**src/rtl/define.v**
```verilog
// Global adder sizing shared by the multiword adder sequencer and its group adder.
`ifndef ADDER_DEFINE_V
`define ADDER_DEFINE_V
`define INPUTSIZE 8
`define GROUPSIZE 4
`endif

```
**src/rtl/adder_pkg.sv**
```systemverilog
// Shared FSM state encoding and beat-counter sizing for the multiword adder sequencer.
`include "define.v"

package adder_pkg;

    // Wide enough to index the largest supported operation of 16 beats.
    localparam int BEAT_W    = 4;
    localparam int MAX_WORDS = 16;

    typedef enum logic [1:0] {
        ST_IDLE = 2'd0,
        ST_BUSY = 2'd1,
        ST_DONE = 2'd2
    } state_e;

endpackage

```
**src/rtl/multiword_add_seq_word_sel.sv**
```systemverilog
// Selects one INPUTSIZE-wide word out of an N-bit operand by beat index (word 0 = LSBs).
module word_sel
    import adder_pkg::*;
#(
    parameter int INPUTSIZE = 8,
    parameter int WORDS     = 4
) (
    input  logic [INPUTSIZE*WORDS-1:0] vec_i,
    input  logic [BEAT_W-1:0]          beat_i,
    output logic [INPUTSIZE-1:0]       word_o
);

    logic [WORDS-1:0][INPUTSIZE-1:0] words;

    assign words = vec_i;

    // Explicit compare-mux keeps the index width independent of WORDS.
    always_comb begin
        word_o = '0;
        for (int i = 0; i < WORDS; i++) begin
            if (beat_i == BEAT_W'(i)) word_o = words[i];
        end
    end

endmodule

```
**src/rtl/multiword_add_seq.sv**
```systemverilog
// Sequences an N-bit add over WORDS beats through an external INPUTSIZE-bit group adder.
// Optional subtract mode is enabled by defining ADDSEQ_SUB_EN.
`include "define.v"

module multiword_add_seq
    import adder_pkg::*;
#(
    parameter int INPUTSIZE = `INPUTSIZE,
    parameter int WORDS     = 4
) (
    input  logic                       clk,
    input  logic                       rst,
    input  logic                       in_valid,
    output logic                       in_ready,
    input  logic [INPUTSIZE*WORDS-1:0] in_a,
    input  logic [INPUTSIZE*WORDS-1:0] in_b,
    input  logic                       in_cin,
`ifdef ADDSEQ_SUB_EN
    input  logic                       in_sub,
`endif
    output logic [INPUTSIZE-1:0]       add_a,
    output logic [INPUTSIZE-1:0]       add_b,
    output logic                       add_c0,
    input  logic [INPUTSIZE:0]         add_s,
    output logic                       out_valid,
    input  logic                       out_ready,
    output logic [INPUTSIZE*WORDS-1:0] out_sum,
    output logic                       out_carry
);

    localparam int N = INPUTSIZE * WORDS;

    state_e                          state_q, state_d;
    logic [BEAT_W-1:0]               beat_q, beat_d;
    logic                            carry_q, carry_d;
    logic                            cout_q, cout_d;
    logic                            sub_q, sub_d;
    logic [N-1:0]                    a_q, a_d, b_q, b_d;
    logic [WORDS-1:0][INPUTSIZE-1:0] sum_q, sum_d;
    logic [INPUTSIZE-1:0]            word_a, word_b;
    logic                            sub_w;

`ifdef ADDSEQ_SUB_EN
    assign sub_w = in_sub;
`else
    assign sub_w = 1'b0;
`endif

    word_sel #(.INPUTSIZE(INPUTSIZE), .WORDS(WORDS)) u_sel_a (
        .vec_i  (a_q),
        .beat_i (beat_q),
        .word_o (word_a)
    );

    word_sel #(.INPUTSIZE(INPUTSIZE), .WORDS(WORDS)) u_sel_b (
        .vec_i  (b_q),
        .beat_i (beat_q),
        .word_o (word_b)
    );

    assign out_sum   = sum_q;
    assign out_carry = cout_q;

    always_comb begin
        state_d   = state_q;
        beat_d    = beat_q;
        carry_d   = carry_q;
        cout_d    = cout_q;
        sub_d     = sub_q;
        a_d       = a_q;
        b_d       = b_q;
        sum_d     = sum_q;
        in_ready  = 1'b0;
        out_valid = 1'b0;
        add_a     = '0;
        add_b     = '0;
        add_c0    = 1'b0;
        case (state_q)
            ST_IDLE: begin
                in_ready = 1'b1;
                if (in_valid) begin
                    a_d     = in_a;
                    b_d     = in_b;
                    sub_d   = sub_w;
                    // Subtraction is a + ~b + 1, so the incoming carry is forced.
                    carry_d = sub_w ? 1'b1 : in_cin;
                    beat_d  = '0;
                    state_d = ST_BUSY;
                end
            end
            ST_BUSY: begin
                add_a  = word_a;
                add_b  = sub_q ? ~word_b : word_b;
                add_c0 = carry_q;
                for (int i = 0; i < WORDS; i++) begin
                    if (beat_q == BEAT_W'(i)) sum_d[i] = add_s[INPUTSIZE-1:0];
                end
                carry_d = add_s[INPUTSIZE];
                beat_d  = beat_q + 1'b1;
                if (beat_q == BEAT_W'(WORDS - 1)) begin
                    cout_d  = add_s[INPUTSIZE];
                    beat_d  = '0;
                    state_d = ST_DONE;
                end
            end
            ST_DONE: begin
                out_valid = 1'b1;
                if (out_ready) state_d = ST_IDLE;
            end
            default: state_d = ST_IDLE;
        endcase
    end

    always_ff @(posedge clk) begin
        if (rst) begin
            state_q <= ST_IDLE;
            beat_q  <= '0;
            carry_q <= 1'b0;
            cout_q  <= 1'b0;
            sub_q   <= 1'b0;
            a_q     <= '0;
            b_q     <= '0;
            sum_q   <= '0;
        end else begin
            state_q <= state_d;
            beat_q  <= beat_d;
            carry_q <= carry_d;
            cout_q  <= cout_d;
            sub_q   <= sub_d;
            a_q     <= a_d;
            b_q     <= b_d;
            sum_q   <= sum_d;
        end
    end

endmodule

```
**config.mk**
```make
export PLATFORM = sky130hd
export DESIGN_NAME = multiword_add_seq
export DESIGN_NICKNAME = d
export VERILOG_FILES = /design/src/rtl/adder_pkg.sv /design/src/rtl/multiword_add_seq_word_sel.sv /design/src/rtl/multiword_add_seq.sv
export VERILOG_INCLUDE_DIRS = /design/src /design/src/rtl
export SDC_FILE = /design/constraint.sdc
export NUM_CORES = 1
export LEC_CHECK = 0
export ABC_AREA = 1
export CORE_MARGIN = 2
export CORE_UTILIZATION = 48
export DETAILED_ROUTE_END_ITERATION = 7
export PLACE_DENSITY = 0.8
export SYNTH_ARGS = -nofsm -noshare
export SYNTH_HDL_FRONTEND = slang
export SYNTH_SLANG_ARGS = --single-unit
```
**constraint.sdc**
```tcl
create_clock -name clk -period 2.4 [get_ports clk]
set_clock_uncertainty 0.1 [all_clocks]
set_input_delay 0.48 -clock clk [delete_from_list [all_inputs] [get_ports clk]]
set_output_delay 0.48 -clock clk [all_outputs]
set_load 0.05 [all_outputs]
```
Word level (Yosys, flattened, before mapping)
Cells that the tools add are included.
- reductions and logical operators: 10
- $add $sub $neg: 1
- equality and inequality tests: 8
- muxes and demuxes: 22
- operators with widths (operator ; number):
    two-way mux 8 bit ; 10
    AND reduction 2 bit ; 6
    == test 4 x 2 -> 1 bit (second input constant) ; 2
    two-way mux 4 bit ; 2
    one-hot mux 4 bit (2 select lines) ; 1
    two-way mux 2 bit ; 3
    inequality test 2 bit (second input constant) ; 3
    one-hot mux 2 bit (3 select lines) ; 1
    adder 4 x 1 -> 4 bit (second input constant) ; 1
    == test 4 x 1 -> 1 bit (second input constant) ; 1
    zero test 4 bit ; 1
    two-way mux 1 bit ; 4
    AND reduction 3 bit ; 1
    == test 2 x 1 -> 1 bit (second input constant) ; 1
    == test 2 bit (second input constant) ; 1
    zero test 2 bit ; 1
    one-hot mux 1 bit (2 select lines) ; 1
    nonzero test 2 bit ; 1
- register bits: 104
- input port bits: 78
- output and inout port bits: 52
- logic and storage cells: 51

Depth between registers and ports, before layout
- depth after elaboration: 6
- depth in mapped cells: 9
- gate-level depth less buffers: 7

By module
A second synthesis with hierarchy kept.
- cells, all modules: 611
- area, all modules: 4480.5 sq um
- by module, submodules not included (module ; cells an instance ; instances ; seq. area each (sq um) ; area an instance (sq um)):
    multiword_add_seq ; 509 ; 1 ; 2082.0 ; 3920.0
    word_sel ; 51 ; 2 ; 0.0 ; 280.3

Least setup slack after synthesis
OpenSTA, ideal clock, no wires.
- path kind: reg2out
- start point: reg beat_q[1]
- end point: out add_a[0]
- buffers on the path: 2
- stages on the path, launching flop included: 10
- slack: 0.251 ns
- data required time: 1.820 ns
- arrival: 1.569 ns
- path through: dfxtp_1 > inv_1 > ha_1 > buf_2 > clkbuf_1 > nor2_1 > nand3_1 > nand3_1 > nand2_1 > nand2_1
- cells in the longest elaborated chain, start to end: 6
- elaborated cells on any way between the ends: 9
- those cells by class: eq/ne (3); mux (5); reduce/logical (1)
- ends and longest elaborated chain (what ; line ; source):
    start: declaration ; multiword_add_seq.sv:34 ; logic [BEAT_W-1:0] beat_q, beat_d;
    start signal: assignment ; multiword_add_seq.sv:126 ; beat_q <= beat_d;
    zero test 4 bit ; multiword_add_seq_word_sel.sv:21 ; if (beat_i == BEAT_W'(i)) word_o = words[i];
    two-way mux 8 bit (3 in series) ; multiword_add_seq_word_sel.sv:21 ;
    two-way mux 8 bit * ; multiword_add_seq_word_sel.sv:21 ;
    two-way mux 8 bit * ; multiword_add_seq.sv:78 ; case (state_q)
    end: declaration ; multiword_add_seq.sv:21 ; output logic [INPUTSIZE-1:0] add_a,
Every way passes the cells marked *; elsewhere a longest branch is shown, timed or not.

Worst setup path after layout
- start point: reg beat_q[1]
- end point: out add_a[5]
Same word-level chain as after synthesis.

==> impl_table.tex <==
\begin{tabular}{lr}
\hline
Metric & Value \\
\hline
\multicolumn{2}{l}{\textbf{Timing}} \\
Maximum achievable frequency & 413 MHz \\
Setup total negative slack & -30.3 ps \\
Unrepaired setup endpoints after global routing & true \\
Transition time of the tightest slew-check pin & 587 ps \\
Setup-violating endpoint count in the final report & 2 \\
Relative max-transition margin & 0.605 \\
Final setup slack of the worst path & -22.6 ps \\
Crit path time final & about 2400 ps \\
Number of hold-slack violations in the final timing report & 0 \\
Final slew viol count & 0 \\
Final critical-path share of the clock period & 1.01 \\
\multicolumn{2}{l}{\textbf{Die}} \\
Floorplan Core Area & $\sim$9300 um2 \\
Die Span Y & between 100 and 150 um \\
Placement row count & 35 \\
Initial Utilization & 0.499 \\
Area of the die & about 10000 um2 \\
Floorplan die width & between 100 and 150 um \\
Total I/O pin count & 130 \\
\multicolumn{2}{l}{\textbf{Setup path}} \\
Data arrival, critical path & about 1800 ps \\
Largest fanout on the critical path & 9 \\
Cell depth of the worst flop-to-flop path & 8 \\
Crit path required time & between 1500 and 2000 ps \\
Kind of critical path & flip-flop to output pin \\
Type of origin of the critical path & flip-flop \\
Category of the worst setup path capture point & output pin \\
\multicolumn{2}{l}{\textbf{Global routing}} \\
Maximum number of pins on one net before global-route repair & between 40 and 50 \\
Number of global-route vias before repair & between 4000 and 5000 \\
Gr ovfl total & 0 \\
Number of antenna violations at the first check in global routing & 0 \\
First-pass GRT wire length & between 20000 and 25000 um \\
Total Routing Usage GR & 0.250 \\
\multicolumn{2}{l}{\textbf{Power}} \\
Power Total & 0.00392 W \\
Leakage power total & around 2.9 nW \\
Worst ir drop on vdd & 0.364 mV \\
Total power per unit cell area & approximately 580 nW/um2 \\
\multicolumn{2}{l}{\textbf{Place}} \\
Gp weighted congestion & around 0.87 \\
Half-perimeter wire length after placement & 9160 um \\
Minimum setup slack after placement & between 200 and 250 ps \\
Count of input and output buffers & roughly 130 \\
Cell total after placement & 907 \\
\multicolumn{2}{l}{\textbf{Detailed routing}} \\
Mean routed wirelength per cell & about 15 um \\
Number of remaining DRC errors & 0 \\
Number of design-rule violations left by the first detailed-router iteration & about 330 \\
Routed via count & 4835 \\
Antenna viol nets, final & 0 \\
Number of optimization iterations in the first detailed-route pass & 5 \\
Via/cell ratio & 5.13 \\
Post-Route WL & 13900 um \\
\multicolumn{2}{l}{\textbf{Clock tree}} \\
Total clock sinks & between 100 and 150 \\
Buffer levels on the longest clock path & 2 \\
Count of hold buffers inserted by post-cts repair & 0 \\
Clock H-tree levels & 3 \\
Register clock-pin slew on the reported worst setup and hold paths & around 110 ps \\
Number of buffers created by CTS & 9 \\
Clock tree from TritonCTS & built \\
Clock network latency to the later pin of the worst-skew pair & about 370 ps \\
Root buf cell & sky130\_fd\_sc\_hd\_\_clkbuf\_8 \\
\multicolumn{2}{l}{\textbf{Yosys}} \\
Warnings, synthesis & 0 \\
Top-area cell type share of the netlist area & 0.449 \\
Library cells used by synthesis & 22 \\
Post-synthesis cell area & 4630 um2 \\
Flip-flop and latch count after synthesis & between 100 and 150 \\
Number of standard cells after synthesis & around 680 \\
Post-Synthesis Mean Instance Area & 6.83 um2 \\
Share of synthesized area occupied by flip-flops and latches & 0.449 \\
Leading area contributor after synthesis & sky130\_fd\_sc\_hd\_\_dfxtp\_1 \\
Cell types occupying the most area after synthesis & sky130\_fd\_sc\_hd\_\_dfxtp\_1 45\%, sky130\_fd\_sc\_hd\_\_nor2\_1 17\%, sky130\_fd\_sc\_hd\_\_nand2\_1 9.9\% \\
Mapped Nets & 760 \\
\multicolumn{2}{l}{\textbf{Worst hold path}} \\
Cells on Worst Hold Path & 2 \\
Tightest Hold Check Type & flip-flop to flip-flop \\
\multicolumn{2}{l}{\textbf{Layout}} \\
Finished Core Util & 0.727 \\
Nets & just under 900 \\
Growth of design area from synthesis to finish & 45.7\% \\
Sequential cell area & around 2100 um2 \\
Antenna cells & 0 \\
Number of filler instances in the final layout & $\sim$730 \\
Fraction of layout cells with a size suffix above 1 & 0.157 \\
Final cell count without fillers & 943 \\
Area of the multi-input gates & approximately 2400 um2 \\
\multicolumn{2}{l}{\textbf{Flow run}} \\
Max capacitance violation total & 0 \\
\multicolumn{2}{l}{\textbf{Outcome}} \\
Run status & finished with violations \\
Violated checks & negative setup slack \\
\hline
\end{tabular}
==> cell usage after synthesis, drive strengths merged <==
cell type,number
nand4,1
and2,1
ha,4
clkinv,1
nand2,129
dfxtp,104
clkbuf,17
nand3,53
buf,25
a21oi,22
inv,34
nor2,221
o21ai,66
==> stage by stage <==
stage | hold slack, ps | instance area, um2
2_1_floorplan | 330 | 4630
5_1_grt | 374 | 6750
6_report | 360 | 6750
4_1_cts | 363 | 6480
3_5_place_dp | 348 | 6140
3_3_place_gp | 343 | 6140
==> worst paths after layout <==
check             from          end  slack (ps)
max          beat_q[1]     add_a[5]         -20
min             b_q[7]       b_q[7]         360
max reg2reg  beat_q[0]  out_sum[23]         540
min reg2reg     b_q[7]       b_q[7]         360
==> flip-flops by register name, summed over array words and instances (netlist names) <==
name and count:
carry_q 1, out_sum 32, beat_q 4, state_q 2
a_q 32, b_q 32, out_carry 1
==> cells by family after synthesis <==
logic type,synth area share
adders and majority gates,0.0108
buffers and inverters,0.0789
DFF,0.449
AOI/OAI and AO/OA,0.0951
and+or+nand+nor,0.366
==> where the power goes <==
part	switching (W)	total [W]	internal [W]	leakage [nW]
combinational	0.000538	0.000945	0.000407	1.92
clock	0.000667	0.00106	0.000398	0.0888
sequential	0.0000666	0.00191	0.00185	0.858
total	0.00127	0.00392	0.00265	2.86
==> cells in the final DEF (no fill, tap or decap), types with 2 or more instances in the layout <==
cell                              synthesis  layout
sky130_fd_sc_hd__dfxtp_1                104     101
sky130_fd_sc_hd__clkinvlp_4               0       3
sky130_fd_sc_hd__nand2_4                  4       3
sky130_fd_sc_hd__nand3_2                  0       9
sky130_fd_sc_hd__nor2_8                   2       2
sky130_fd_sc_hd__buf_4                    4      20
sky130_fd_sc_hd__inv_6                    0       3
sky130_fd_sc_hd__a21oi_1                 22      22
sky130_fd_sc_hd__buf_6                    6       4
sky130_fd_sc_hd__clkbuf_8                 0       9
sky130_fd_sc_hd__buf_12                   0      20
sky130_fd_sc_hd__dfxtp_4                  0       2
sky130_fd_sc_hd__ha_4                     0       3
sky130_fd_sc_hd__nor2_2                   1      12
sky130_fd_sc_hd__clkdlybuf4s50_1          0     111
sky130_fd_sc_hd__nor2_1                 214     201
sky130_fd_sc_hd__nand2_2                  3      17
sky130_fd_sc_hd__nand3_1                 53      44
sky130_fd_sc_hd__inv_1                   32      30
sky130_fd_sc_hd__inv_2                    2       3
sky130_fd_sc_hd__nor2_4                   4       6
sky130_fd_sc_hd__nand2_8                  0       5
sky130_fd_sc_hd__nand2_1                122     108
sky130_fd_sc_hd__o21ai_0                 66      66
==> cell type report <==
class / instances / share of cell area
Clock buffer: 9 / 0.0184
Clock inverter: 7 / 0.00909
Inverter: 35 / 0.0202
Multi-Input combinational cell: 501 / 0.361
Sequential cell: 104 / 0.310
Tap cell: 129 / 0.0239
Timing Repair Buffer: 158 / 0.258
==> repair_timing <==
action                     CTS  global route
resized for setup           16            50
buffers inserted             8             7
gates cloned                 3             2
setup endpoints to repair   17            16
pin swaps                    4            11
==> critical path, stage by stage, from the launching register on <==
cell and delay [ps]:
sky130_fd_sc_hd__dfxtp_4 390, sky130_fd_sc_hd__inv_2 70, sky130_fd_sc_hd__ha_4 180, sky130_fd_sc_hd__buf_6 140, sky130_fd_sc_hd__nor2_1 170, sky130_fd_sc_hd__nand3_2 100
sky130_fd_sc_hd__nand3_2 90, sky130_fd_sc_hd__nand2_1 60, sky130_fd_sc_hd__nand2_1 110, sky130_fd_sc_hd__buf_12 140
==> routing by layer <==
layer,part of all wire,global-route usage,vias up
li1,-,-,2391
met1,0.42,0.329,2259
met2,0.50,0.415,170
met3,0.062,0.0417,15
met4,0.012,0.0913,0
met5,0,0,-
No activity file was read; power rests on OpenSTA's default activity.
==> edit: new RTL, same flow settings <==
`b_q` no longer has a reset.
--- a/src/rtl/multiword_add_seq.sv
+++ b/src/rtl/multiword_add_seq.sv
@@ -119,7 +119,6 @@
             cout_q  <= 1'b0;
             sub_q   <= 1'b0;
             a_q     <= '0;
-            b_q     <= '0;
             sum_q   <= '0;
         end else begin
             state_q <= state_d;
@@ -128,10 +127,13 @@
             cout_q  <= cout_d;
             sub_q   <= sub_d;
             a_q     <= a_d;
-            b_q     <= b_d;
             sum_q   <= sum_d;
         end
     end
 
+    always_ff @(posedge clk) begin
+        b_q <= b_d;
+    end
+
 endmodule
 
Behaviour: same outputs for any inputs over 10 cycles, from zero or initial values and one cycle with rst high; that may be too few to reach the edited logic, so the function may still have changed.
==> edit against the original RTL <==
  * The run still ends with setup timing left
  * Critical endpoint is now add_b[6]
  * Largest power group unchanged
  * Final cell count shrank 19%
  * Via count shrank 14%
  * Design area fell by 4.9%
  * Sequential power rose by 4%
  * Setup slack improved by 20 ps
  * Synthesized area down 7.6%
  * Power down 1.9%
  * Core utilization is 1.3 points higher
  * Die area fell by 7.4%
  * Wire length down 12%
  * Sequential cell count stayed put
==> edit: results (changes against the original RTL) <==
[status]
status=finished, violations left
violations=setup timing

[synth]
synth_compound_area_frac=0.0857  ; -0.00939
syn_nets=596  ; -22%
synth_edf_count=32  ; +32
yosysUniqueCellTypes=24  ; +9.1%
synth_commonest_cells=140 x nor2_1, 72 x dfxtp_1, 66 x o21ai_0
synth_xor_area_frac=0.00205  ; +0.00205

[route]
vias=4139  ; -14%
dr_wl_met3_um=892  ; +3.0%
drtIter0Drc=287  ; -12%

[placement]
dpl_cell_area_um2=5840  ; -4.9%
placedCellCount=732  ; -19%

[min_path]
worstHoldStart=carry_q

[timing]
finalSetupViolCount=1  ; -1
setup_slack_ps=-2.48  ; +20.1 ps
worstMarginPinSlew_ps=660  ; +73.2 ps

[setup_path]
crit_path_end=add_b[6]
reg2reg_slack_ps=610  ; +70 ps
regToRegStartpoint=beat_q[3]

[grt]
met2_usage=0.402  ; -0.0131
grt_usage=0.239  ; -0.0108
met3_usage=0.0465  ; +0.00480
grt_pass1_vias=3880  ; -9.3%

[layout]
drive_above_1_share=0.173  ; +0.0155

[power_and_ir_drop]
peakVddDrop_v=0.000338  ; -7.2%
p_leak_nw=2.56  ; -11%

edit: cell types whose count changed after synthesis, moves of 7 or more:
cell	before	now
nand2_1	122	60
nand3_1	53	36
edfxtp_1	0	32
dfxtp_1	104	72
clkbuf_1	17	10
nand4_1	1	17
nor3_1	0	24
a21oi_1	22	6
nor2_1	214	140
inv_1	32	11
edit: worst min-delay path: cells and delay by family (launching register included):
family / cells / cell delay (ps)
DFF: 1 / 330
and+or+nand+nor: 1 / 60
AOI/OAI and AO/OA: 1 / 60
edit: per-stage QoR:
stage	hold slack, ps	setup WS (ps)
3_3_place_gp	364	205
2_1_floorplan	344	165
3_5_place_dp	373	128
5_1_grt	417	-73.6
4_1_cts	393	-13.8
6_report	391	-2.48
edit: layout make-up:
cell class                      count  area [µm²]
Clock buffer                       10         128
Fill cell                         624        2260
Clock inverter                      6        53.8
Multi-Input combinational cell    369        1870
Tap cell                          108         135
Timing Repair Buffer              153        1770
Inverter                           12        47.5
Sequential cell                   104        2410
